$ cat src/rtl/rtc_counter.sv
// rtc_counter: BCD hh:mm:ss real-time clock with field adjust, validated load and 12/24 h display.
// Optional alarm (Alarm_* ports) is built only when RTC_COUNTER_ALARM_EN is defined.
module rtc_counter #(
    parameter int CLK_FREQ  = 50_000_000,
    parameter int SEC_START = 0
) (
    input  logic        Clk,
    input  logic        Reset_n,
    input  logic        Run,
    input  logic        Mode_12h,
    input  logic [1:0]  Field_sel,
    input  logic        Inc,
    input  logic        Dec,
    input  logic        Load,
    input  logic [23:0] Load_time,
`ifdef RTC_COUNTER_ALARM_EN
    input  logic [23:0] Alarm_time,
    input  logic        Alarm_arm,
    input  logic        Alarm_ack,
    output logic        Alarm_hit,
    output logic        Alarm_ring,
`endif
    output logic [23:0] Time_bcd,
    output logic [23:0] Disp_bcd,
    output logic        Pm,
    output logic        Sec_tick,
    output logic        Day_tick,
    output logic        Load_err
);
    localparam int PW = CLK_FREQ > 1 ? $clog2(CLK_FREQ) : 1;
    localparam logic [PW-1:0] PRE_MAX = PW'(CLK_FREQ - 1);
    localparam logic [23:0] RST_TIME = {16'h0000, 4'(SEC_START / 10), 4'(SEC_START % 10)};

    function automatic logic [7:0] inc60(input logic [7:0] v);
        return v[3:0] == 4'd9 ? (v[7:4] == 4'd5 ? 8'h00 : {v[7:4] + 4'd1, 4'd0}) : {v[7:4], v[3:0] + 4'd1};
    endfunction

    function automatic logic [7:0] dec60(input logic [7:0] v);
        return v[3:0] == 4'd0 ? (v[7:4] == 4'd0 ? 8'h59 : {v[7:4] - 4'd1, 4'd9}) : {v[7:4], v[3:0] - 4'd1};
    endfunction

    function automatic logic [7:0] inc24(input logic [7:0] v);
        return v == 8'h23 ? 8'h00 : v[3:0] == 4'd9 ? {v[7:4] + 4'd1, 4'd0} : {v[7:4], v[3:0] + 4'd1};
    endfunction

    function automatic logic [7:0] dec24(input logic [7:0] v);
        return v == 8'h00 ? 8'h23 : v[3:0] == 4'd0 ? {v[7:4] - 4'd1, 4'd9} : {v[7:4], v[3:0] - 4'd1};
    endfunction

    logic [PW-1:0] pre, pre_n;
    logic          pend, pend_n;
    logic [7:0]    hh, mm, ss;
    logic          tick, valid, adj, adv, sec_wrap, min_wrap, day_wrap;
    logic [23:0]   tick_time, adj_time, time_n;
    logic [4:0]    hb, hb12;
    logic [7:0]    hour12;

    assign hh = Time_bcd[23:16];
    assign mm = Time_bcd[15:8];
    assign ss = Time_bcd[7:0];

    always_comb begin
        tick      = Run && pre == PRE_MAX;
        valid     = Load_time[3:0] <= 4'd9 && Load_time[7:4] <= 4'd5
                 && Load_time[11:8] <= 4'd9 && Load_time[15:12] <= 4'd5
                 && Load_time[19:16] <= 4'd9
                 && (Load_time[23:20] < 4'd2 || (Load_time[23:20] == 4'd2 && Load_time[19:16] <= 4'd3));
        adj       = !Load && (Inc ^ Dec) && Field_sel != 2'd3;
        // a tick that loses to an adjust is parked in pend and replayed next cycle
        adv       = !Load && !adj && (tick || pend);
        sec_wrap  = ss == 8'h59;
        min_wrap  = mm == 8'h59;
        day_wrap  = sec_wrap && min_wrap && hh == 8'h23;
        tick_time = {sec_wrap && min_wrap ? inc24(hh) : hh, sec_wrap ? inc60(mm) : mm, inc60(ss)};
        adj_time  = Field_sel == 2'd0 ? {hh, mm, Inc ? inc60(ss) : dec60(ss)}
                  : Field_sel == 2'd1 ? {hh, Inc ? inc60(mm) : dec60(mm), ss}
                  : Field_sel == 2'd2 ? {Inc ? inc24(hh) : dec24(hh), mm, ss}
                  : Time_bcd;
        time_n    = Load ? (valid ? Load_time : Time_bcd)
                  : adj ? adj_time
                  : adv ? tick_time
                  : Time_bcd;
        pre_n     = (!Run || (Load && valid) || (adj && Field_sel == 2'd0) || tick) ? '0 : pre + PW'(1);
        pend_n    = Load ? (!valid && pend) : (adj && (pend || tick));
        hb        = 5'(Time_bcd[23:20]) * 5'd10 + 5'(Time_bcd[19:16]);
        hb12      = hb == 5'd0 ? 5'd12 : hb > 5'd12 ? hb - 5'd12 : hb;
        hour12    = hb12 >= 5'd10 ? {4'd1, 4'(hb12 - 5'd10)} : {4'd0, hb12[3:0]};
    end

    always_ff @(posedge Clk or negedge Reset_n) begin
        if (!Reset_n) begin
            pre      <= '0;
            pend     <= 1'b0;
            Time_bcd <= RST_TIME;
            Disp_bcd <= RST_TIME;
            Pm       <= 1'b0;
            Sec_tick <= 1'b0;
            Day_tick <= 1'b0;
            Load_err <= 1'b0;
        end else begin
            pre      <= pre_n;
            pend     <= pend_n;
            Time_bcd <= time_n;
            Disp_bcd <= Mode_12h ? {hour12, Time_bcd[15:0]} : Time_bcd;
            Pm       <= hb >= 5'd12;
            Sec_tick <= adv;
            Day_tick <= adv && day_wrap;
            Load_err <= Load && !valid;
        end
    end

`ifdef RTC_COUNTER_ALARM_EN
    logic alarm_match;

    // only time advancing by a tick may fire the alarm, never a load or adjust
    assign alarm_match = adv && Alarm_arm && tick_time == Alarm_time;

    always_ff @(posedge Clk or negedge Reset_n) begin
        if (!Reset_n) begin
            Alarm_hit  <= 1'b0;
            Alarm_ring <= 1'b0;
        end else begin
            Alarm_hit  <= alarm_match;
            Alarm_ring <= (!Alarm_arm || Alarm_ack) ? 1'b0 : (alarm_match || Alarm_ring);
        end
    end
`endif

endmodule

$ cat config.mk
export PLATFORM = sky130hd
export DESIGN_NAME = rtc_counter
export DESIGN_NICKNAME = d
export VERILOG_FILES = /design/src/rtl/rtc_counter.sv
export SDC_FILE = /design/constraint.sdc
export NUM_CORES = 1
export LEC_CHECK = 0
export CAP_MARGIN = 20
export CORE_UTILIZATION = 30
export CTS_CLUSTER_SIZE = 25
export DETAILED_ROUTE_END_ITERATION = 16
export PLACE_DENSITY = 0.59
export SLEW_MARGIN = 20
export SYNTH_ARGS = -nofsm -noshare
export SYNTH_HDL_FRONTEND = slang
export SYNTH_SLANG_ARGS = --single-unit
$ cat constraint.sdc
create_clock -name Clk -period 3.4 [get_ports Clk]
set_input_delay 0.68 -clock Clk [delete_from_list [all_inputs] [get_ports Clk]]
set_output_delay 0.68 -clock Clk [all_outputs]
set_load 0.005 [all_outputs]
Yosys cells after proc, flatten, opt, wreduce, memory -nomap -nowiden:

Index checks and enable logic that the tools add are counted.

* register bits after elaboration: 79
* bits of input ports: 33
* word-level logic and storage cells: 138

* add/sub/neg operators: 16
* multiply operators: 1
* $lt $le $gt $ge: 10
* eq/ne operators: 22
* mux-type cells: 30
* bitwise gates (word level): 1
* reduce and logical (&&, ||, !) cells: 45

Operators with widths (count)
* $mux W24: 8
* $mux W8: 17
* $add A26 B1 Y26 const B: 1
* $eq A26 B26 Y1 const B: 1
* $mux W26: 1
* $add A4 B1 Y4 const B: 6
* $sub A4 B1 Y4 const B: 6
* $logic_not A4 Y1: 5
* $logic_and A1 B1 Y1: 19
* $eq A8 B7 Y1 const B: 2
* $mux W5: 3
* $eq A4 B4 Y1 const B: 3
* $le A4 B4 Y1 const B: 3
* $reduce_and A6 Y1: 2
* $ge A5 B4 Y1 const B: 2
* $ne A3 B2 Y1 const B: 3
* $reduce_bool A3 Y1: 3
* $eq A4 B3 Y1 const B: 2
* $eq A8 B6 Y1 const B: 1
* $le A4 B3 Y1 const B: 2
* $logic_not A8 Y1: 1
* $ne A4 B3 Y1 const B: 2
* $reduce_and A7 Y1: 1
* $ne A3 B3 Y1 const B: 2
* 22 further kinds: 29

Depth between registers and ports, before layout:

* depth after elaboration: 11
* gate-level depth with buffers: 12
* depth with buffers taken out: 12

Worst setup path before layout:

Ideal clock, no wire load.

* path kind: in2reg
* start point: input Run
* end point: register Time_bcd[21]
* library setup time: 0.125 ns
* arrival time: 2.783 ns
* slack: 0.492 ns
* stages on the path: 7
* cell sequence: or4bb_1 -> nor4_4 -> a311oi_2 -> or4_1 -> buf_6 -> nor2_8 -> mux2_4

* cells in the longest elaborated chain, start to end: 5

Ends and longest elaborated chain
* start, declared: line 9 `input logic Run,`
* $logic_and A1 B1 Y1: line 63 `tick = Run && pre == PRE_MAX;`
* $logic_or A1 B1 Y1: line 70 `adv = !Load && !adj && (tick || pend);`
* $logic_and A1 B1 Y1: line 70
* $reduce_bool A3 Y1 (no line)
* $reduce_and A7 Y1 (no line)
* end signal, assigned: line 103 `Time_bcd <= time_n;`
* end, declared: line 23 `output logic [23:0] Time_bcd,`

Every way passes these cells.
A chain may end at the register's enable or synchronous reset.

Worst setup path in the final report:

* start point: register Time_bcd[17]
* end point: register Disp_bcd[18]

* cells in the longest elaborated chain, start to end: 7
* elaborated cells on any way between the ends: 10

Ends and longest elaborated chain
* $add A5 B4 Y5 (*): line 85 `hb = 5'(Time_bcd[23:20]) * 5'd10 + 5'(Time_bcd[19:16]);`
* $sub A5 B4 Y5 or $gt A5 B4 Y1 (tied branches): line 86 `hb12 = hb == 5'd0 ? 5'd12 : hb > 5'd12 ? hb - 5'd12 : hb;`
* $mux W5: line 86
* $mux W5 (*): line 86
* $sub A4 B4 Y4 or $ge A5 B4 Y1 (tied branches): line 87 `hour12 = hb12 >= 5'd10 ? {4'd1, 4'(hb12 - 5'd10)} : {4'd0, hb12[3:0]};`
* $mux W5 (*): line 87
* $mux W24 (*): line 104 `Disp_bcd <= Mode_12h ? {hour12, Time_bcd[15:0]} : Time_bcd;`
* end signal, assigned: line 104
* end, declared: line 24 `output logic [23:0] Disp_bcd,`

Every way passes the cells marked *; elsewhere a longest branch is shown, timed or not.

==> summary.txt <==
Setup path
  – CP max stage delay: 0.64 ns
  – Crit Path Max Fanout: 7
  – Worst EP arrival: 3.38 ns
  – CP Capture Type: register
  – Slowest CP cell: fa_1
  – CP Cell Sequence: ha_1 > fa_1 > ha_1 > nor3b_1 > o21ai_0 > nand2_1 > a21oi_1 > ha_1 > o41ai_1 > a211oi_1 > a211o_1
  – Required time of the critical path: approximately 3.6 ns
  – Critical Path Most Common Cell: ha_1
  – Worst setup SP type: register
  – Worst setup path class: reg2reg

Clock tree
  – CTS H-tree lvls: 3
  – Hold buffers post-CTS: 0
  – Clock tree from TritonCTS: yes
  – Num CTS Buffers: 9
  – CTS resizes: 0
  – Clk sinks: 79
  – Clk slew on worst S/H paths: 0.06 ns
  – Post-CTS setup buffer count: 0
  – Clock Tree Buf Depth: 2
  – Root Driver: clkbuf_16
  – Clk_lat worst skew: about 0.35 ns

Power and ir drop
  – Maximum VDD drop: 451 uV
  – Internal power: 2.73 mW
  – Net Sw Power: 1.60 mW
  – Power Dens Cells: 672 nW/um^2
  – Clock share of power: around a quarter
  – Power share of the combinational group: 43.8%
  – Sw frac: 36.9%
  – Sequential group share of total power: 31.4%
  – Power Total: around 4.3 mW
  – LEAKAGE: 2.69 nW

Drt
  – Via density: 5.26
  – Vias: 4521
  – Final WL: 13700 um
  – DRC violations left: 0
  – Starting DRT DRC Count: 398
  – DR pass1 iterations: 5
  – Detail Route Antenna Nets: 0
  – Wire per inst: 16.0 um

Placed design
  – GPL Wtd Cong: 0.815
  – Placement Setup Slack: -0.0752 ns
  – Post-DP HPWL: ~10000 um
  – Port bufs: 84
  – Placed Cells incl. Taps: roughly 840
  – Dpl cell area: roughly 6100 um^2

Layout
  – Area Overhead vs Synth: 30.8%
  – Post-layout net count: 689
  – Area of the multi-input gates: around 2700 um^2
  – Non-Filler Instances: 860
  – Share of layout cells above drive strength 1: 8.85%
  – FF+latch area: 1980 um^2
  – Utilization after layout: 40.4%
  – Final std cell area, no fill: 6440 um^2
  – Ant diodes: 0
  – Fillers: 1587

Timing
  – Final hold vios: 0
  – Slew HR: 54.4%
  – # setup viols final: 0
  – Max Transition Viols Final: 0
  – RSZ-0062 raised after global routing: false
  – Final period util: 92.6%
  – TNS Setup: 0 ns
  – Skew final: 0.00945 ns
  – Worst-margin pin slew: 0.685 ns
  – Max frequency: 318 MHz
  – Fin worst setup slack: 0.252 ns
  – Period minus WS final: 3.15 ns
  – Final hold slack: 0.346 ns

Logic synthesis
  – Synth cell count leaders: 79 x dfrtp_1, 56 x nor2_1, 53 x nand2_1, 30 x clkbuf_1, 28 x o21ai_0
  – Post-synthesis cell area: 4930 um^2
  – FF+latch count, synth: 79
  – Top FF cell, synth: dfrtp_1
  – Syn_nets: 600
  – Ranking of synthesized cells by area: dfrtp_1 40%, nor2_1 4.3%, ha_1 4.1%
  – Distinct cells, synth: 71
  – Seq/Total Area, Yosys: 40.1%
  – Most frequent cell after synthesis: dfrtp_1
  – Cell count after synthesis: 550
  – Share of the synthesized area in the top cell type: about two fifths
  – Number of synthesized flops with an enable pin: 0
  – Synth Warn #: 0
  – Async SR Flop Fraction: 100%
  – Syn_area_per_cell: between 8 and 9 um^2
  – Yosys top cell by area: dfrtp_1

Floorplan
  – Chip height: 130 um
  – Row cnt: 46
  – Io pins: 85
  – Total die area: 16900 um^2
  – Starting Density: 30.9%
  – Area of the core: 15900 um^2
  – Chip Width: 130 um

Global routing
  – Total GRT Usage: 17.4%
  – GRT Residual Overflow: 0
  – Largest net degree at the start of global routing: 48
  – First-pass GRT wire length: 22600 um
  – Antenna violations before repair: 0
  – Vias in the first global route: around 4500

Job
  – Maxcap violations: 0

Min path
  – Min-delay worst type: in2async

Outcome
  – Status: finished clean
## logic make-up (layout without fill, tap and decap cells)
| family | after synthesis | in the layout | share of synthesized area, % |
|---|---|---|---|
| simple gates | 211 | 211 | 22.1 |
| fa+ha+maj | 17 | 17 | 4.47 |
| xor+xnor | 32 | 32 | 5.97 |
| flops | 79 | 79 | 40.1 |
| mux | 13 | 13 | 2.89 |
| buf+inv | 60 | 154 | 4.93 |
| compound gates | 138 | 138 | 19.6 |
## flip-flops by register name (all words and copies together), names as in the netlist
signal / flops
Sec_tick: 1
Time_bcd: 24
Day_tick: 1
Pm: 1
Disp_bcd: 24
pre: 26
Load_err: 1
pend: 1
## critical path, delay by kind of cell (launching register included)
kind                       cells  cell delay, ns
DFF                            1            0.47
AOI/OAI and AO/OA              5            0.76
and+or+nand+nor                2            0.35
adders and majority gates      4            1.45
## placed cells by master, fill, tap and decap left out, types with 8 or more instances in the layout
cell type	netlist	layout
clkdlybuf4s50_1	0	83
dfrtp_1	79	79
nor2_1	56	56
nand2_1	53	53
o21ai_0	28	28
buf_4	0	28
a21oi_1	27	27
inv_1	26	26
nand3_1	22	22
xor2_1	18	18
ha_1	16	16
nor3_1	15	15
xnor2_1	13	13
nand4_1	11	11
mux2i_1	9	9
clkbuf_16	0	9
and3_1	8	8
## power by group through the flow
stage	registers (mW)	clock network [mW]	logic, mW
final	1.36	1.07	1.90
after global routing	1.39	1.15	2.12
after CTS	1.36	1.11	1.90
after detailed placement	1.37	0	1.88
after floorplan	1.28	0	1.21
after global placement	1.37	0	1.83
## metal layers
metal	vias up	track usage [%]	share of wire [%]
li1	2188	-	-
met3	21	5.17	5.8
met5	-	0	0
met4	0	6.22	1.7
met2	116	27.4	46
met1	2196	22.4	46
## path summary, 6_finish.rpt
path                                           from                      to  slack [ns]  depth (start not counted)
min in group Clk                   pre[0]$_DFF_PN0_        pre[0]$_DFF_PN0_        0.52                          1
max in group asynchronous                   Reset_n   Disp_bcd[5]$_DFF_PN0_        2.35                          2
hold / removal                              Reset_n        pre[0]$_DFF_PN0_        0.35                          1
hold reg to reg                    pre[0]$_DFF_PN0_        pre[0]$_DFF_PN0_        0.52                          1
setup reg to reg           Time_bcd[17]$_DFFE_PN0P_  Disp_bcd[18]$_DFF_PN0_        0.25                         11
setup / recovery           Time_bcd[17]$_DFFE_PN0P_  Disp_bcd[18]$_DFF_PN0_        0.25                         11
## cell type report
type                       instances  share of cell area, %
clock buffer                      10                   3.71
tap                              216                   4.19
inverter                          26                   1.51
multi-input combinational        411                   42.0
clock inverter                     6                   1.40
timing repair buffer             112                   16.5
sequential                        79                   30.7
No activity file was read; power rests on OpenSTA's default activity.
